<file path="config.mk">
export PLATFORM = sky130hd
export DESIGN_NAME = fpga1_transmitter_flat
export DESIGN_NICKNAME = d
export VERILOG_FILES = /design/src/rtl/fpga1_transmitter_if.sv /design/src/rtl/fpga1_transmitter.sv /design/src/flat_wrapper.sv
export SDC_FILE = /design/constraint.sdc
export NUM_CORES = 1
export LEC_CHECK = 0
export CAP_MARGIN = 10
export CORE_MARGIN = 2
export CORE_UTILIZATION = 60
export CTS_CLUSTER_SIZE = 30
export DETAILED_ROUTE_END_ITERATION = 12
export PLACE_DENSITY = 0.81
export SLEW_MARGIN = 30
export SYNTH_ARGS = -nofsm -noshare
export SYNTH_HDL_FRONTEND = slang
export SYNTH_SLANG_ARGS = --single-unit
</file>
<file path="constraint.sdc">
create_clock -name clk -period 6.89 [get_ports clk]
set_input_delay 1.378 -clock clk [delete_from_list [all_inputs] [get_ports clk]]
set_output_delay 1.378 -clock clk [all_outputs]
set_load 0.02 [all_outputs]
</file>
<file path="src/rtl/fpga1_transmitter_if.sv">
// rtl/fpga1_transmitter_if.sv - local word stream and FPGA1->FPGA2 req/ack link signals
interface fpga1_transmitter_if;
   logic [31:0] s_data;
   logic        s_valid;
   logic        s_ready;
   logic [31:0] data_out;
   logic        req_out;
   logic        rdy_in;
   logic        ack_in;

   modport master (
      output s_data, s_valid, rdy_in, ack_in,
      input  s_ready, data_out, req_out
   );

   modport slave (
      input  s_data, s_valid, rdy_in, ack_in,
      output s_ready, data_out, req_out
   );
endinterface

</file>
<file path="src/rtl/fpga1_transmitter.sv">
// rtl/fpga1_transmitter.sv - FIFO-buffered 4-phase req/ack sender for the FPGA1->FPGA2 link
module fpga1_transmitter #(
   parameter int DEPTH   = 8,
   parameter int TIMEOUT = 1024
) (
   input  logic                 clk,
   input  logic                 rst_n,
   fpga1_transmitter_if.slave   link,
   output logic                 busy,
   output logic [15:0]          tx_count,
   output logic                 timeout_err,
   input  logic                 err_clr
);
   localparam int AW = $clog2(DEPTH);
   localparam int TW = $clog2(TIMEOUT);

   typedef enum logic [1:0] {IDLE, SETUP, REQ, RELEASE} state_t;

   state_t         state, state_nxt;
   logic [1:0]     rdy_sync, ack_sync;
   logic           rdy_s, ack_s, rdy_d, rdy_rise;
   logic [31:0]    mem [DEPTH];
   logic [AW-1:0]  wr_ptr, rd_ptr;
   logic [AW:0]    count;
   logic           push, pop, load, req_set, req_clr, tmo_clr, tmo_inc, tmo_hit;
   logic [TW-1:0]  tmo_cnt;
   logic [31:0]    data_q;
   logic           req_q;

   assign rdy_s    = rdy_sync[1];
   assign ack_s    = ack_sync[1];
   assign rdy_rise = rdy_s & ~rdy_d;

   always_ff @(posedge clk or negedge rst_n) begin
      if (!rst_n) begin
         rdy_sync <= 2'b00;
         ack_sync <= 2'b00;
         rdy_d    <= 1'b0;
      end else begin
         rdy_sync <= {rdy_sync[0], link.rdy_in};
         ack_sync <= {ack_sync[0], link.ack_in};
         rdy_d    <= rdy_s;
      end
   end

   // s_ready depends only on the registered count, never on this cycle's pop
   assign link.s_ready = (count != (AW+1)'(DEPTH));
   assign push         = link.s_valid && link.s_ready;

   always_ff @(posedge clk) begin
      if (push) mem[wr_ptr] <= link.s_data;
   end

   always_ff @(posedge clk or negedge rst_n) begin
      if (!rst_n) begin
         wr_ptr <= '0;
         rd_ptr <= '0;
         count  <= '0;
      end else begin
         if (push) wr_ptr <= wr_ptr + AW'(1);
         if (pop)  rd_ptr <= rd_ptr + AW'(1);
         case ({push, pop})
            2'b10:   count <= count + (AW+1)'(1);
            2'b01:   count <= count - (AW+1)'(1);
            default: count <= count;
         endcase
      end
   end

   always_ff @(posedge clk or negedge rst_n) begin
      if (!rst_n) state <= IDLE;
      else        state <= state_nxt;
   end

   always_comb begin
      state_nxt = state;
      pop       = 1'b0;
      load      = 1'b0;
      req_set   = 1'b0;
      req_clr   = 1'b0;
      tmo_clr   = 1'b0;
      tmo_inc   = 1'b0;
      tmo_hit   = 1'b0;
      case (state)
         IDLE: begin
            if (count != '0) begin
               load      = 1'b1;
               state_nxt = SETUP;
            end
         end
         SETUP: begin
            req_set   = 1'b1;
            tmo_clr   = 1'b1;
            state_nxt = REQ;
         end
         REQ: begin
            if (ack_s) begin
               pop       = 1'b1;
               req_clr   = 1'b1;
               state_nxt = RELEASE;
            end else if (tmo_cnt == TW'(TIMEOUT - 1)) begin
               // abandon without popping so the same word goes out again
               tmo_hit   = 1'b1;
               req_clr   = 1'b1;
               state_nxt = RELEASE;
            end else if (rdy_rise) begin
               tmo_clr = 1'b1;
            end else begin
               tmo_inc = 1'b1;
            end
         end
         RELEASE: begin
            if (!ack_s) state_nxt = IDLE;
         end
         default: state_nxt = IDLE;
      endcase
   end

   always_ff @(posedge clk or negedge rst_n) begin
      if (!rst_n) begin
         data_q      <= '0;
         req_q       <= 1'b0;
         tmo_cnt     <= '0;
         tx_count    <= '0;
         timeout_err <= 1'b0;
      end else begin
         if (load)         data_q <= mem[rd_ptr];
         if (req_set)      req_q  <= 1'b1;
         else if (req_clr) req_q  <= 1'b0;
         if (tmo_clr)      tmo_cnt <= '0;
         else if (tmo_inc) tmo_cnt <= tmo_cnt + TW'(1);
         if (pop)          tx_count <= tx_count + 16'd1;
         if (tmo_hit)      timeout_err <= 1'b1;
         else if (err_clr) timeout_err <= 1'b0;
      end
   end

   assign link.data_out = data_q;
   assign link.req_out  = req_q;
   assign busy          = (state != IDLE) || (count != '0);
endmodule

</file>
<file path="src/flat_wrapper.sv">
// flat-port wrapper written by rule: the top's interface ports become plain ports
module fpga1_transmitter_flat 
#(
   parameter int DEPTH   = 8,
   parameter int TIMEOUT = 1024
)
  (clk, rst_n, busy, tx_count, timeout_err, err_clr, link_s_data, link_s_valid, link_rdy_in, link_ack_in, link_s_ready, link_data_out, link_req_out);
  fpga1_transmitter_if link_i ();
  input  logic clk;
  input  logic rst_n;
  output logic busy;
  output logic [15:0] tx_count;
  output logic timeout_err;
  input  logic err_clr;
  input wire logic [$bits(link_i.s_data)-1:0] link_s_data;
  input wire logic [$bits(link_i.s_valid)-1:0] link_s_valid;
  input wire logic [$bits(link_i.rdy_in)-1:0] link_rdy_in;
  input wire logic [$bits(link_i.ack_in)-1:0] link_ack_in;
  output wire logic [$bits(link_i.s_ready)-1:0] link_s_ready;
  output wire logic [$bits(link_i.data_out)-1:0] link_data_out;
  output wire logic [$bits(link_i.req_out)-1:0] link_req_out;
  assign link_i.s_data = link_s_data;
  assign link_i.s_valid = link_s_valid;
  assign link_i.rdy_in = link_rdy_in;
  assign link_i.ack_in = link_ack_in;
  assign link_s_ready = link_i.s_ready;
  assign link_data_out = link_i.data_out;
  assign link_req_out = link_i.req_out;
  fpga1_transmitter #(.DEPTH(DEPTH), .TIMEOUT(TIMEOUT)) u_core (.clk(clk), .rst_n(rst_n), .link(link_i), .busy(busy), .tx_count(tx_count), .timeout_err(timeout_err), .err_clr(err_clr));
endmodule
</file>
==> qor.tcl <==
set qor(area_growth_syn_to_layout_pct) 19.5
set qor(worst_skew_pair.late_latency_ns) 0.50
set qor(finalWeightedCongestion) 0.766
set qor(grt_antenna_before_repair) 0
set qor(netlist-cell-type-count) 44
set qor(required_ns) 5.51
set qor(postRouteWirelength_mm) 25.1
set qor(global_route.usage.total_pct) 23.3
set qor(antenna_cells_inserted) 0
set qor(viasPerCell) 6.07
set qor(power_frac_comb_pct) 27.6
set qor(cts-root-to-sink-buffers) 3
set qor(finalHoldViolCount) 0
set qor(drc) 0
set qor(p_seq_share_pct) 43.4
set qor(switching_share_pct) 29.8
set qor(worst_rel_slew_slack_pct) 37.8
set qor(outcome) {finished, final reports clean}
set qor(cts_setup_buffers) 0
set qor(worst_setup_path_start_kind) {flop}
set qor(drtAntennaViolNets) 0
set qor(power_report.internal_total_w) 0.00458
set qor(powerDensity_nw_per_um2) 423
set qor(post_cts_resized) 0
set qor(postLayoutSetupSlackWorst_ns) 3.38
set qor(synthesis.instances) 680
set qor(timing.final.max_slew_violations) 0
set qor(synth-seq-cells) 333
set qor(tritoncts_num_sinks) 333
set qor(io_buffers) 89
set qor(fp.dieArea_um2) 22700
set qor(endpoint_kind) {output pin}
set qor(place_hpwl_mm) 14.5
set qor(worstMarginPinSlew_ns) 0.933
set qor(hp-class) {reg -> reg}
set qor(finalWorstPathRequiredPeriod_ns) 3.51
set qor(fin_setup_tns_ns) 0
set qor(power.net_switching_w) 0.00195
set qor(die_h_um) 151
set qor(power.share.clock_pct) 29.0
set qor(via_count_of_the_routed_design) 6607
set qor(cp_slowest_cell) {sky130_fd_sc_hd__or4b_4}
set qor(cts_root_buf) {sky130_fd_sc_hd__clkbuf_16}
set qor(period_share_pct) 50.9
set qor(drv.max_cap_violation_count) 0
set qor(netlist_area_um2) 12900
set qor(final_layout_size_suffix_gt1_share_pct) 19.3
set qor(path_buf_inv) 1
set qor(boundaryPins) 90
set qor(rsz0062_at_grt) {false}
set qor(fin_total_pwr_w) 0.00653
set qor(syn_nets) 730
set qor(num_rows) 53
set qor(worst_clock_skew_ns) 0.0113
set qor(critPathArrivalTime_ns) 2.13
set qor(finalSetupViolations) 0
set qor(peak_vdd_ir_uv) 242
set qor(share_of_flip_flops_with_an_asynchronous_set_or_reset_pct) 23.1
set qor(synth.avg_cell_area_um2) 19.0
set qor(grt_first_pass_wirelength_mm) 39.5
set qor(initialDrtViolationCount) 478
set qor(core_um2) 21100
set qor(worst_path_largest_cell_delay_ns) 0.61
set qor(hold_ws_ns) 0.361
set qor(pin_count_of_the_biggest_net_entering_global_routing) 78
set qor(ys_warn_count) 0
set qor(cts_hold_buffers) 0
set qor(initial_core_util_pct) 61.2
set qor(max_clock_freq_mhz) 285
set qor(crit_path_max_fanout) 7
set qor(drt_pre_antenna_iters) 4
set qor(yosys_most_used_dff) {sky130_fd_sc_hd__edfxtp_1}
set qor(globalRouteOverflowTotal) 0
set qor(number_of_enable_type_register_cells_in_the_synthesized_netlist) 256
set qor(cts_tree) {yes}
set qor(place_worst_setup_slack_ns) 3.30
set qor(drt-wirelength-per-cell_um) 23.0
set qor(p_leak_nw) 5.40
set qor(x_dimension_of_the_die_um) 151
set qor(crit_path_cell_trace) {or4b_4 > clkdlybuf4s50_1}
set qor(first_global_vias) 6975
set qor(critical-path-top-delay-family) {simple AND/OR/NAND/NOR gates}
set qor(cts-buffers-inserted) 34
set qor(cts_htree_levels) 2
set qor(critPathKind) {reg -> out}
set qor(design.final.nets) 839
set qor(worst_setup_hold_path_clk_slew_ns) 0.06
set qor(synth-seq-area-share_pct) 74.5
-- layer usage --
layer	wire [um]	global-route usage (%)	share of wire [%]
met2	13200	40.0	53
met3	1350	4.18	5.4
met4	542	7.43	2.2
met5	0	0	0
met1	10000	30.8	40
-- worst paths after layout --
| check | from | endpoint | slack (ns) | cells past startpoint |
|---|---|---|---|---|
| worst min register to register | u_core.rdy_sync[0] | u_core.rdy_sync[1] | 0.36 | 0 |
| min in group asynchronous | rst_n | u_core.timeout_err | 0.90 | 1 |
| worst min-delay path | u_core.rdy_sync[0] | u_core.rdy_sync[1] | 0.36 | 0 |
| max in group asynchronous | rst_n | u_core.rd_ptr[2] | 5.37 | 1 |
| worst max register to register | u_core.rd_ptr[0] | u_core.link.data_out[24] | 4.24 | 4 |
| worst max-delay path | u_core.count[1] | link_s_ready | 3.38 | 2 |
-- flip-flops by register name (all words and copies together), names as in the netlist --
signal / cells
u_core.link.req_out: 1
u_core.rdy_d: 1
u_core.state: 2
u_core.rdy_sync: 2
u_core.tmo_cnt: 10
u_core.rd_ptr: 3
u_core.ack_sync: 2
u_core.timeout_err: 1
u_core.wr_ptr: 3
u_core.count: 4
u_core.tx_count: 16
u_core.link.data_out: 32
u_core.mem: 256
-- logic make-up (layout without fill, tap and decap cells) --
group           count (synthesis)  count (layout)  synth area share, %
flops                         333             333                 74.5
compound gates                 61              61                 2.70
fa+ha+maj                      12              12                 1.16
simple gates                  117             117                 4.61
buf+inv                        32             166                 1.29
xor+xnor                       23              23                 1.56
mux                           102             102                 14.2
-- area by class of cell --
type	instances	area (um^2)
clock buffers	40	915
clock inverters	21	248
fillers	1186	5660
inverters	6	22.5
multi-input cells	315	3180
flip-flops and latches	333	9620
well taps	275	344
repair buffers	99	1090
-- through the flow --
| step | cell area, um^2 | instances | utilization, % |
|---|---|---|---|
| floorplan | 12900 | 680 | - |
| global placement | 14100 | 1022 | 66.8 |
| detailed placement | 14300 | 1028 | 67.6 |
| CTS | 15400 | 1089 | 73.1 |
| global route | 15400 | 1089 | 73.1 |
| finish | 15400 | 1089 | 73.1 |
-- Yosys cell counts, types with 2 or more instances --
master                     instances  area, um^2
sky130_fd_sc_hd__and3_1            2        12.5
sky130_fd_sc_hd__o211ai_1          2        15.0
sky130_fd_sc_hd__dfrtp_1          77        1930
sky130_fd_sc_hd__or4_1             3        22.5
sky130_fd_sc_hd__nor3_1            4        20.0
sky130_fd_sc_hd__mux2i_1          33         330
sky130_fd_sc_hd__xor2_1            5        43.8
sky130_fd_sc_hd__xnor2_1          18         158
sky130_fd_sc_hd__edfxtp_1        256        7690
sky130_fd_sc_hd__nand2_1          51         191
sky130_fd_sc_hd__and4_1            2        17.5
sky130_fd_sc_hd__buf_2            13        65.1
sky130_fd_sc_hd__nand3_1          10        50.1
sky130_fd_sc_hd__ha_1             12         150
sky130_fd_sc_hd__inv_1             6        22.5
sky130_fd_sc_hd__nand2b_1          6        37.5
sky130_fd_sc_hd__nor2b_1           2        12.5
sky130_fd_sc_hd__mux4_2           64        1440
sky130_fd_sc_hd__o21ai_0          36         180
sky130_fd_sc_hd__nand4_1          10        62.6
sky130_fd_sc_hd__a21oi_1          11        55.1
sky130_fd_sc_hd__a31o_1            2        17.5
sky130_fd_sc_hd__or3_1             2        12.5
sky130_fd_sc_hd__nor2_1           15        56.3
sky130_fd_sc_hd__mux2_2            5        56.3
sky130_fd_sc_hd__buf_4             6        45.0
sky130_fd_sc_hd__clkbuf_1          6        22.5
sky130_fd_sc_hd__o31ai_1           4        30.0
sky130_fd_sc_hd__or2_2             2        12.5
-- power by group through the flow --
stage	clock network [W]	logic, W	registers [W]
after floorplan	0	0.00116	0.00286
after global placement	0	0.00170	0.00283
after detailed placement	0	0.00181	0.00287
after CTS	0.00192	0.00183	0.00284
after global routing	0.00200	0.00196	0.00288
final	0.00189	0.00180	0.00283
-- cell usage in the layout, fill, tap and decap left out, drive strengths merged, types with 2 or more instances in the layout --
| cell type | instances |
|---|---|
| mux2i | 33 |
| and4 | 3 |
| o31ai | 5 |
| mux2 | 5 |
| nand4 | 11 |
| xnor2 | 18 |
| or3 | 2 |
| nand3 | 10 |
| o21ai | 36 |
| nor2 | 15 |
| buf | 11 |
| clkinv | 12 |
| clkbuf | 40 |
| and3 | 2 |
| inv | 8 |
| clkinvlp | 2 |
| mux4 | 64 |
| nor3 | 6 |
| bufinv | 5 |
| xor2 | 5 |
| nand2 | 51 |
| edfxtp | 256 |
| a31o | 2 |
| ha | 12 |
| or2 | 2 |
| o211ai | 2 |
| a21oi | 11 |
| clkdlybuf4s50 | 88 |
| or4 | 3 |
| nand2b | 6 |
| nor2b | 2 |
| dfrtp | 77 |
(Power assumes the default switching activity.)
